==> src/rtl/jtag_mem_access_ctrl.sv <==
// JTAG-driven single-beat memory access controller: turns MEM_READ/MEM_WRITE DR
// updates into one bus transfer with timeout, sticky error flags and capture data.
module jtag_mem_access_ctrl #(
  parameter int unsigned TIMEOUT_CYCLES = 1023,
  parameter logic [31:0] ERR_RDATA      = 32'hDEADBEEF
) (
  input  logic        clk,
  input  logic        rst,
  input  logic        cmd_valid,
  input  logic [4:0]  cmd_ir,
  input  logic [63:0] cmd_data,
  input  logic        clear_sticky,
  output logic [63:0] cap_data,
  output logic        bus_req,
  output logic        bus_we,
  output logic [31:0] bus_addr,
  output logic [31:0] bus_wdata,
  input  logic        bus_ack,
  input  logic        bus_err,
  input  logic [31:0] bus_rdata,
  output logic        busy,
  output logic [3:0]  err_flags
);

  localparam logic [4:0]  IR_READ  = 5'h02;
  localparam logic [4:0]  IR_WRITE = 5'h03;
  localparam logic [15:0] CNT_LAST = 16'(TIMEOUT_CYCLES - 1);

  typedef enum logic [1:0] {S_IDLE, S_ACCESS, S_COMPLETE} state_t;

  state_t      state_q, state_d;
  logic [15:0] cnt_q, cnt_d;
  logic        bus_req_q, bus_req_d;
  logic        bus_we_q, bus_we_d;
  logic [31:0] bus_addr_q, bus_addr_d;
  logic [31:0] bus_wdata_q, bus_wdata_d;
  logic [63:0] cap_q, cap_d;
  logic [3:0]  err_q, err_d;
  logic [3:0]  err_set;
  logic        is_mem;

  assign is_mem = cmd_valid && ((cmd_ir == IR_READ) || (cmd_ir == IR_WRITE));

  always_comb begin
    state_d     = state_q;
    cnt_d       = cnt_q;
    bus_req_d   = bus_req_q;
    bus_we_d    = bus_we_q;
    bus_addr_d  = bus_addr_q;
    bus_wdata_d = bus_wdata_q;
    cap_d       = cap_q;
    err_set     = 4'b0000;
    case (state_q)
      S_IDLE: begin
        if (is_mem) begin
          if (cmd_data[1:0] != 2'b00) begin
            err_set[2]   = 1'b1;
            cap_d[31:0]  = cmd_data[31:0];
          end else begin
            state_d     = S_ACCESS;
            bus_req_d   = 1'b1;
            bus_we_d    = (cmd_ir == IR_WRITE);
            bus_addr_d  = cmd_data[31:0];
            bus_wdata_d = cmd_data[63:32];
            cnt_d       = 16'd0;
          end
        end
      end
      S_ACCESS: begin
        if (is_mem) err_set[3] = 1'b1;
        cnt_d = cnt_q + 16'd1;
        if (bus_err || bus_ack || (cnt_q == CNT_LAST)) begin
          state_d     = S_COMPLETE;
          bus_req_d   = 1'b0;
          cnt_d       = 16'd0;
          cap_d[31:0] = bus_addr_q;
          // bus_err takes priority over a coincident ack
          if (bus_err) begin
            err_set[1] = 1'b1;
            if (!bus_we_q) cap_d[63:32] = ERR_RDATA;
          end else if (bus_ack) begin
            if (!bus_we_q) cap_d[63:32] = bus_rdata;
          end else begin
            err_set[0] = 1'b1;
            if (!bus_we_q) cap_d[63:32] = ERR_RDATA;
          end
        end
      end
      S_COMPLETE: begin
        if (is_mem) err_set[3] = 1'b1;
        state_d = S_IDLE;
      end
      default: state_d = S_IDLE;
    endcase
    // a flag raised in the same cycle as clear_sticky survives
    err_d = (clear_sticky ? 4'b0000 : err_q) | err_set;
  end

  always_ff @(posedge clk) begin
    if (rst) begin
      state_q     <= S_IDLE;
      cnt_q       <= 16'd0;
      bus_req_q   <= 1'b0;
      bus_we_q    <= 1'b0;
      bus_addr_q  <= 32'd0;
      bus_wdata_q <= 32'd0;
      cap_q       <= 64'd0;
      err_q       <= 4'b0000;
    end else begin
      state_q     <= state_d;
      cnt_q       <= cnt_d;
      bus_req_q   <= bus_req_d;
      bus_we_q    <= bus_we_d;
      bus_addr_q  <= bus_addr_d;
      bus_wdata_q <= bus_wdata_d;
      cap_q       <= cap_d;
      err_q       <= err_d;
    end
  end

  assign cap_data  = cap_q;
  assign bus_req   = bus_req_q;
  assign bus_we    = bus_we_q;
  assign bus_addr  = bus_addr_q;
  assign bus_wdata = bus_wdata_q;
  assign err_flags = err_q;
  assign busy      = (state_q != S_IDLE);

endmodule
==> config.mk <==
export PLATFORM = sky130hd
export DESIGN_NAME = jtag_mem_access_ctrl
export DESIGN_NICKNAME = d
export VERILOG_FILES = /design/src/rtl/jtag_mem_access_ctrl.sv
export SDC_FILE = /design/constraint.sdc
export NUM_CORES = 1
export LEC_CHECK = 0
export ABC_AREA = 1
export CAP_MARGIN = 40
export CORE_ASPECT_RATIO = 0.6
export CORE_UTILIZATION = 35
export CTS_CLUSTER_SIZE = 28
export DETAILED_ROUTE_END_ITERATION = 10
export PLACE_DENSITY = 0.71
export SYNTH_ARGS = -nofsm -noshare
export SYNTH_HDL_FRONTEND = slang
export SYNTH_SLANG_ARGS = --single-unit
==> constraint.sdc <==
create_clock -name clk -period 2.71 [get_ports clk]
set_clock_uncertainty 0.15 [all_clocks]
set_input_delay 0.271 -clock clk [delete_from_list [all_inputs] [get_ports clk]]
set_output_delay 0.271 -clock clk [all_outputs]
set_load 0.05 [all_outputs]
After elaboration in Yosys (flattened, before gate mapping)
Index checks and enable logic that the tools add are counted.

storage, ports and cells
  output and inout port bits = 135
  flip-flop bits (word level) = 152
  logic and storage cells = 68

cells by class
  bitwise operators = 2
  mux-type cells = 31
  add/subtract/negate cells = 1
  reductions and logical operators = 15
  equal/unequal tests = 10

operator list
  operator                                                            count
  32-bit 2-to-1 mux                                                   7
  32-bit one-hot mux with 2 select lines                              1
  16-bit 2-to-1 mux                                                   3
  16-bit one-hot mux with 2 select lines                              1
  16-bit by 1-bit adder with 16-bit output (second input constant)    1
  16-bit by 10-bit == test with 1-bit output (second input constant)  1
  3-bit AND reduction                                                 4
  1-bit 2-to-1 mux                                                    11
  5-bit by 2-bit == test with 1-bit output (second input constant)    2
  2-bit 2-to-1 mux                                                    5
  2-bit != test (second input constant)                               4
  4-bit AND reduction                                                 2
  2-bit nonzero test                                                  3
  4-bit 2-to-1 mux                                                    1
  4-bit OR                                                            1
  2-bit one-hot mux with 2 select lines                               1
  1-bit logical OR                                                    3
  3-bit != test (second input constant)                               1
  2-bit by 1-bit == test with 1-bit output (second input constant)    1
  2-bit == test (second input constant)                               1
  2-bit logical NOT                                                   1
  1-bit one-hot mux with 2 select lines                               1
  2-bit OR reduction                                                  1
  1-bit logical AND                                                   1
  1-bit inverter                                                      1

Logic depth before layout (Yosys ltp)
  word-level depth = 6
  gate-level depth with buffers = 11
  gate-level depth less buffers = 11

Worst setup path after synthesis
Ideal clock, no wire load.

  path type = reg-to-reg
  from = register state_q[0]
  to = register cnt_q[11]
  stages on the path, launching flop included = 12
  setup slack = 705 ps
  required time = 2,496 ps
  period minus slack after synthesis = 2,005 ps
  data arrival time = 1,791 ps
  library setup time = 64 ps
  path through = dfxtp_1 inv_1 ha_1 inv_1 nor2_1 nand2_1 buf_2 nand2_4 nand2_1 nand2_2 buf_6 nor2_1

between the ends
  longest elaborated chain between the ends = 3
  elaborated cells on any way between the ends = 7
  classes of those cells = 3 x eq/ne; 1 x mux; 3 x reduce/logical

RTL lines
  element                                                                               line  text
  from (decl)                                                                           31    state_t state_q, state_d;
  from (signal assigned)                                                                110   state_q <= state_d;
  2-bit by 1-bit == test with 1-bit output / 2-bit logical NOT (equally long branches)  53    case (state_q)
  2-bit nonzero test (no line) / 2-bit != test (equally long branches)                  n/a
  3-bit AND reduction (no line)                                                         n/a
  to (signal assigned)                                                                  111   cnt_q <= cnt_d;
  to (decl)                                                                             32    logic [15:0] cnt_q, cnt_d;

Several ways; a longest one is shown, not always the timed one.
A chain may end at the register's enable or synchronous reset.

Worst setup path after layout
  from = register state_q[0]
  to = output port busy

between the ends
  longest elaborated chain between the ends = 1

RTL lines
  element             line  text
  2-bit nonzero test  127   assign busy = (state_q != S_IDLE);
  to (decl)           21    output logic busy,

No other way between the ends.

==> flow_summary.ini <==
[cells_and_area]
diodes = 0
multiInputGateArea_um2 = 3170
register_area_um2 = 3040
drive_above_1_share_pct = 6.37
area_growth_pct = 46.3
finalNetCount = 1259
final_core_utilization_pct = 53.6
fillers = 1829

[sta]
slew_viol_final = 0
setup_viol = 0
fin_crit_sh_pct = 91.6
finalSetupTns_ns = 0
fmax_mhz = 403
rsz0062_at_grt = false
slew_headroom_pct = 50.4
finalHoldViolations = 0
min_period_ns = 2.48
worst_pin_slew_ns = 0.743

[yosys]
synthTopCellsByArea = dfxtp_1 45%, nor2_1 15%, nand2_1 7.4%, nand3_1 5.2%, o21ai_0 5.0%
postSynthCellCount = 937
ys.flop_type = dfxtp_1
yosys.area.top_type = dfxtp_1
synth_edf_count = 0
yosysWarnings = 0
synth_most_common_cell = nor2_1
ys_types = 26
synth_area_per_cell_um2 = 7.21
synthArstFlopShare_pct = 0
syn-num-nets = 1048
yosysTopAreaCellShare_pct = 45.1
ys_ff_latch = 152
synthTopCellsByCount = 269 x nor2_1, 152 x dfxtp_1, 134 x nand2_1, 70 x nand3_1, 68 x o21ai_0
ys_seq_area_share_pct = 45.1
synth_area_um2 = 6750

[critical_path]
critical-path-top-delay-family = buffers and inverters
end_kind = output port
crit_arrival_ns = 2.06
slowest_stage = clkdlybuf4s50_1
crit_top_cell = inv_1
startpoint = state_q[0]$_SDFFE_PP0P_
path_cells = inv_1, ha_1, inv_1, clkdlybuf4s50_1
reg2reg_slack_ns = 0.50
r2r.worst_path.cells = 10
crit_fanout = 4
critical_path_class = reg -> out
cp_slowest_stage_delay_ns = 0.85
r2r_start = cnt_q[0]$_SDFFE_PP0P_
worst-path-buf-inv = 3
critPathRequiredTime_ns = 2.29
critPathLaunchType = register
r2r-end = state_q[0]$_SDFFE_PP0P_

[clocking]
clock-sinks = 152
hold_buffers = 0
cts_setup_buffers = 0
cts_buffers = 17
clk-insertion-delay-late_ns = 0.42
cts_root_buf = clkbuf_16
cts-resized-gates = 0
clockBufferDepth = 2
htreeDepth = 4
cts.clk_slew.worst_paths_ns = 0.06
cts_tree = yes

[place]
dp_hpwl_um = 13700
gp_congestion = 0.846
portBuffers = 241

[global_routing]
grtUsageTotal_pct = 20.3
grt_start_max_net_pins = 68
grt_first_pass_wirelength_um = 32000
grt_pass1_vias = 6089
grt_overflow = 0
grt_antenna_before_repair = 0

[outcome]
status = finished, final reports clean

[die]
initial_core_util_pct = 36.6
die_h_um = 110
dieArea_um2 = 19900
ios = 242
fp-row-count = 38
fp.dieW_um = 181
core_region_area_um2 = 18400

[route]
dr.pass1.iters = 5
wl_per_cell_um = 14.2
drt_iter0_drc = 304
ant_nets = 0
drt_wl_total_um = 20000
via_count = 6618
vias_per_cell = 4.72
drc_errors = 0

[min_path]
hold-path-cell-count = 2
hold_end = bus_addr[1]$_SDFFE_PP0P_
hp-class = reg -> reg
hold_start = bus_addr[1]$_SDFFE_PP0P_

[power]
total_power_w = 0.00525
p_leak_nw = 3.69
max-vdd-ir-drop_mv = 0.347
p_per_area_nw_per_um2 = 532

[run]
cap_violations = 0
-- power breakdown --
part | switching, W | internal, W | total [W]
sequential | 0.0000120 | 0.00225 | 0.00226
combinational | 0.000234 | 0.000228 | 0.000462
clock | 0.00104 | 0.00148 | 0.00252
-- routing by layer --
layer  vias up  part of all wire, %  global-route usage [%]
met2       198                   41                    30.3
met5         -                    0                       0
met1      2998                   49                    27.4
li1       3416                    -                       -
met3         6                  9.4                    8.41
met4         0                 0.30                    4.06
-- sequential cells by signal, summed over array words and instances, names as in the netlist --
name,count
state_q,2
bus_addr,32
err_flags,4
bus_wdata,32
bus_req,1
cnt_q,16
cap_data,64
bus_we,1
-- stage by stage --
step / instances / worst slack (ns) / area (um^2) / hold WS (ns)
6_report: 1401 / 0.227 / 9880 / 0.313
5_1_grt: 1401 / 0.159 / 9880 / 0.323
4_1_cts: 1401 / 0.213 / 9880 / 0.301
3_5_place_dp: 1369 / 0.380 / 9260 / 0.303
3_3_place_gp: 1369 / 0.439 / 9260 / 0.301
2_1_floorplan: 937 / 0.705 / 6750 / 0.270
-- cell families after synthesis --
family | after synthesis | synth area share [%]
simple gates | 499 | 30.3
compound gates | 140 | 11.1
flops | 152 | 45.1
fa+ha+maj | 4 | 0.741
buf+inv | 110 | 8.10
mux | 32 | 4.74
-- layout by cell type (no fill, tap or decap) --
cell type          n
nor2_1           269
clkdlybuf4s50_1  241
dfxtp_1          152
nand2_1          133
nand3_1           70
o21ai_0           68
a21oi_1           57
inv_1             44
mux2i_1           32
clkbuf_16         17
buf_4             10
a21oi_2            9
nand2_2            7
nand4_1            6
o21bai_1           5
nor3_1             5
nand2_4            4
inv_8              4
buf_12             4
ha_1               3
bufinv_16          3
nor2_2             2
inv_2              2
clkinv_2           2
nor2_4             2
clkinvlp_4         2
inv_6              2
clkinv_4           2
or2_2              1
o21ai_1            1
ha_2               1
clkbuf_1           1
-- how the worst max path moves through the flow --
stage / to / slack (ns) / depth (start not counted)
after CTS: busy / 0.21 / 4
after floorplan: cnt_q[11]$_SDFFE_PP0P_ / 0.71 / 11
after global routing: busy / 0.16 / 4
final: busy / 0.23 / 4
after detailed placement: bus_we$_SDFFE_PP0P_ / 0.38 / 10
after global placement: state_q[0]$_SDFFE_PP0P_ / 0.44 / 8
-- final cells by class --
type / count / area share, %
inverters: 47 / 1.80
repair buffers: 255 / 26.0
multi-input cells: 675 / 32.1
flip-flops and latches: 152 / 30.8
well taps: 240 / 3.04
clock inverters: 14 / 1.93
clock buffers: 18 / 4.34
-- worst register-to-register path, stage by stage, from the launching register on --
cell     delay, ns
dfxtp_1       0.33
inv_1         0.09
ha_1          0.16
nand3_1       0.08
nor2_1        0.18
nand2_2       0.12
nand2_4       0.09
buf_4         0.59
nand2_1       0.16
nand2_1       0.12
a21oi_2       0.05
(Power assumes the default switching activity.)
==> RTL change 1: new RTL, config.mk and constraints unchanged <==
`ERR_RDATA`: 32'hDEADBEEF -> 32'h80000000.
--- a/src/rtl/jtag_mem_access_ctrl.sv
+++ b/src/rtl/jtag_mem_access_ctrl.sv
@@ -4,3 +4,3 @@
   parameter int unsigned TIMEOUT_CYCLES = 1023,
-  parameter logic [31:0] ERR_RDATA      = 32'hDEADBEEF
+  parameter logic [31:0] ERR_RDATA      = 32'h80000000
 ) (
Formal check against the unedited RTL: not equivalent (a bounded check fails within 4 cycles, from zero or initial values and one cycle with rst high).
==> RTL change 1 against the original RTL <==
  * Total power rose by 0.54%
  * Clock power increased by 2%
  * Utilization decreased by 0.97 points
  * Final area rose by 1.5%
  * Synthesized area up 1.2%
  * First-iteration DRC count increased by 7.9%
  * Setup slack improved by 0.11 ns
  * Routed wire length shrank 1.9%
  * Sequential cell count unchanged
  * Sequential share of layout area decreased by 0.47 points
  * Non-clock buffer count did not move
==> RTL change 1: results (changes against the original RTL) <==
stage,metric,value,unit,change
synthesis,adder-cell share of the synthesized area,0.732,%,-0.0090 points
routing,Wirelength per Cell,13.3,um,-6.8%
synthesis,Netlist cell types,27,,+3.8%
final_layout,NumNets Final,1307,,+3.8%
routing,highest metal used,met5,,
synthesis,Avg Inst Size Synth,6.97,um2,-3.2%
routing,WL met2,8.23,mm,-0.35%
global_route,GRT Util Overall,19.2,%,-1.1 points
global_route,largest net degree at the start of global routing,65,,-4.4%
routing,Metal-1 WL,9.47,mm,-2.9%
final_layout,layout cells sized above 1,6.21,%,-0.17 points
place,HPWL after DPL,13.8,mm,+0.11%
pwr,clock group share of total power,48.6,%,+0.5 points
hold_path,hold_sp,err_flags[3]$_SDFF_PP0_,,
worst_setup_path,R2R Path Start,state_q[0]$_SDFFE_PP0P_,,
final_layout,fillers,1825,,-0.22%
routing,DRT iter0 DRCs,328,,+7.9%
global_route,initial antenna violation count,1,,+1
final_layout,"non-filler cells, final",1474,,+5.2%
timing,worst slew pin tran,0.753,ns,+0.00936 ns
synthesis,complex-gate fraction of the synthesized area,9.30,%,-1.8 points
worst_setup_path,cells on worst reg2reg path,9,,-1
global_route,vias in the first global route,5924,,-2.7%
place,gpl congestion,0.859,,+1.6%
place,worst slack at placement,0.352,ns,-0.0281 ns
pwr,pwr/cell area,526,mW/mm2,-0.99%
synthesis,top cell type's share of synthesized area,44.5,%,-0.54 points
global_route,met1 Resource Use GR,25.8,%,-1.6 points
global_route,global-route met2 utilization,29.1,%,-1.2 points
global_route,first-pass GRT wire length,30.5,mm,-4.7%
worst_setup_path,worst reg-to-reg setup slack,0.48,ns,-0.02 ns
pwr,Comb power frac,8.5,%,-0.3 points
pwr,Switch Pwr,1.18,mW,-8.2%
outcome,outcome,completed,,
pwr,maximum vdd drop,0.424,mV,+22%
-- RTL change 1: changes by cell type after synthesis, moves of 3 or more --
| cell | unedited run | this run |
|---|---|---|
| buf_8 | 0 | 3 |
| nand2_1 | 134 | 158 |
| a21oi_1 | 57 | 33 |
| nor2_1 | 269 | 293 |
| buf_4 | 8 | 3 |
| inv_2 | 2 | 5 |
| inv_1 | 45 | 90 |
| clkbuf_1 | 24 | 18 |
| nand3_1 | 70 | 50 |
-- RTL change 1: worst max-delay path, delay by kind of cell (launching register included) --
kind                       cells  cell delay, ns
adders and majority gates      1            0.24
DFF                            1            0.36
buffers and inverters          3            0.94
-- RTL change 1: layout make-up --
type | instances | area share (%)
Clock buffer | 21 | 4.69
Clock inverter | 10 | 1.65
Inverter | 96 | 3.62
Multi-Input combinational cell | 674 | 30.8
Sequential cell | 152 | 30.3
Tap cell | 266 | 3.32
Timing Repair Buffer | 255 | 25.6
==> RTL change 2: new RTL, same flow settings <==
Without the edit above. The 3 states of `state_t` get a one-hot encoding in 3 bits.
--- a/src/rtl/jtag_mem_access_ctrl.sv
+++ b/src/rtl/jtag_mem_access_ctrl.sv
@@ -28,3 +28,3 @@
 
-  typedef enum logic [1:0] {S_IDLE, S_ACCESS, S_COMPLETE} state_t;
+  typedef enum logic [2:0] {S_IDLE = 3'b001, S_ACCESS = 3'b010, S_COMPLETE = 3'b100} state_t;
 
Formal check against the unedited RTL: same outputs for any inputs over 4 cycles, from zero or initial values and one cycle with rst high; so few cycles prove little.
==> RTL change 2 against the original RTL <==
  * Clock power increased by 5%
  * First-iteration DRC count increased by 52%
  * Critical path type unchanged
  * Total power increased by 1.6%
  * Global-route usage increased by 0.19 points
  * Critical path depth decreased by 1
  * Setup slack improved by 0.19 ns
  * Largest power group unchanged
  * Cell count increased by 5.4%
  * Maximum frequency increased by 8.2%
  * Sequential cell count increased by 1
  * Synthesized area decreased by 3.1%
  * Routed wire length decreased by 2.3%
  * Final area decreased by 0.23%
==> RTL change 2: results (changes against the original RTL) <==
stage,metric,value,unit,change
outcome,outcome,completed,,
routing,Wirelength per Cell,13.2,um,-7.3%
clock_tree,clk root buf,clkbuf_16,,
pwr,Switch Pwr,1.17,mW,-9.1%
synthesis,"Seq/Total Area, Yosys",46.8,%,+1.7 points
final_layout,"commonest non-fill, non-tap cell in the layout",nand2_1,,
place,HPWL after DPL,13.7,mm,about the same
routing,Vias,6660,,+0.63%
hold_path,Hold Path Stages,3,,+1
global_route,vias in the first global route,6087,,-0.033%
hold_path,hold_sp,bus_rdata[20],,
worst_setup_path,worst reg-to-reg setup slack,0.68,ns,+0.18 ns
place,worst slack at placement,0.507,ns,+0.126 ns
final_layout,layout cells sized above 1,5.01,%,-1.4 points
clock_tree,H-tree depth,4,,unchanged
final_layout,Largest register FFs,64,,unchanged
synthesis,list of most frequent post-synthesis cells,"282 x nand2_1, 268 x nor2_1, 153 x dfxtp_1",,
timing,worst slew pin tran,0.573,ns,-0.170 ns
final_layout,NumNets Final,1334,,+6.0%
synthesis,syn nets,1108,,+5.7%
global_route,GRT Util Overall,20.5,%,+0.19 points
hold_path,worst min path class,input pin to register,,
global_route,first-pass GRT wire length,30.9,mm,-3.5%
place,gpl congestion,0.850,,+0.51%
worst_setup_path,"Data arrival, critical path",1.87,ns,-0.19 ns
clock_tree,"Setup Fix Bufs, Post-CTS",0,,unchanged
routing,DRT iter0 DRCs,461,,+52%
final_layout,fillers,1703,,-6.9%
hold_path,worst hold endpoint,cap_data[52]$_SDFFE_PP0P_,,
worst_setup_path,R2R Path Start,state_q[1]$_SDFFE_PP0P_,,
global_route,largest net degree at the start of global routing,65,,-4.4%
worst_setup_path,cells on worst reg2reg path,8,,-2
worst_setup_path,Reg2Reg Capture Point,cap_data[11]$_SDFFE_PP0P_,,
pwr,maximum vdd drop,0.359,mV,+3.6%
pwr,Leak,4.25,nW,+15%
synthesis,largest cells by area after synthesis,"dfxtp_1 47%, nand2_1 16%, nor2_1 15%",,
worst_setup_path,CP max FO,6,,+2
place,Placed Area,0.00921,mm2,-0.59%
[RTL change 2: cell count changes after synthesis, sizes merged, moves of 3 or more]
cell / change
a21oi: -38
inv: +48
clkbuf: -3
nand3: -41
o21bai: -5
o21ai: +4
nand2: +141
buf: -11
mux2i: -32
nor2: -4
[RTL change 2: power by group through the flow]
stage | Clock (mW) | Combinational (mW) | Sequential [mW]
2_1_floorplan | 0 | 0.115 | 2.39
3_3_place_gp | 0 | 0.410 | 2.33
3_5_place_dp | 0 | 0.413 | 2.33
4_1_cts | 2.70 | 0.415 | 2.28
5_1_grt | 2.80 | 0.450 | 2.28
6_report | 2.64 | 0.413 | 2.28
[RTL change 2: stage by stage]
| stage | hold slack [ns] | instances |
|---|---|---|
| after global placement | 0.291 | 1446 |
| final | 0.267 | 1477 |
| after floorplan | 0.198 | 999 |
| after global routing | 0.271 | 1477 |
| after detailed placement | 0.295 | 1446 |
| after CTS | 0.249 | 1477 |
[RTL change 2: cell type report]
class | instances | area, um2 | share of cell area [%]
Sequential cell | 153 | 3060 | 31.1
Multi-Input combinational cell | 701 | 2910 | 29.5
Timing Repair Buffer | 256 | 2570 | 26.1
Clock buffer | 21 | 460 | 4.67
Inverter | 96 | 362 | 3.67
Tap cell | 240 | 300 | 3.05
Clock inverter | 10 | 191 | 1.94
[RTL change 2: layer usage]
metal	wire [um]	track usage [%]	up-vias	share of wire, %
li1	-	-	3480	-
met1	9520	27.5	2957	49
met2	8110	31.3	211	42
met3	1790	7.56	12	9.2
met4	76	4.24	0	0.39
met5	0	0	-	0
[RTL change 2: how the worst max path moves through the flow]
stage | start | end | slack [ns] | depth (start not counted)
after global placement | bus_ack | cap_data[2]$_SDFFE_PP0P_ | 0.56 | 9
after floorplan | cnt_q[0]$_SDFFE_PP0P_ | cap_data[10]$_SDFFE_PP0P_ | 1.14 | 10
final | state_q[1]$_SDFFE_PP0P_ | busy | 0.42 | 3
after global routing | state_q[0]$_SDFFE_PP1P_ | busy | 0.32 | 4
after detailed placement | bus_ack | cap_data[6]$_SDFFE_PP0P_ | 0.51 | 9
after CTS | state_q[0]$_SDFFE_PP1P_ | busy | 0.39 | 4
[RTL change 2: logic make-up (layout without fill, tap and decap cells)]
group	count (synthesis)	count (layout)	share of synthesized area, %
AOI/OAI and AO/OA	101	101	7.72
and+or+nand+nor	596	596	35.9
buffers and inverters	145	383	8.97
xor gates and xnor gates	2	2	0.268
DFF	153	153	46.8
adders and majority gates	2	2	0.382
[RTL change 2: critical path, stage by stage (launching register included)]
cell             delay [ns]
dfxtp_1                0.35
nor3_4                 0.31
inv_1                  0.08
clkdlybuf4s50_1        0.71
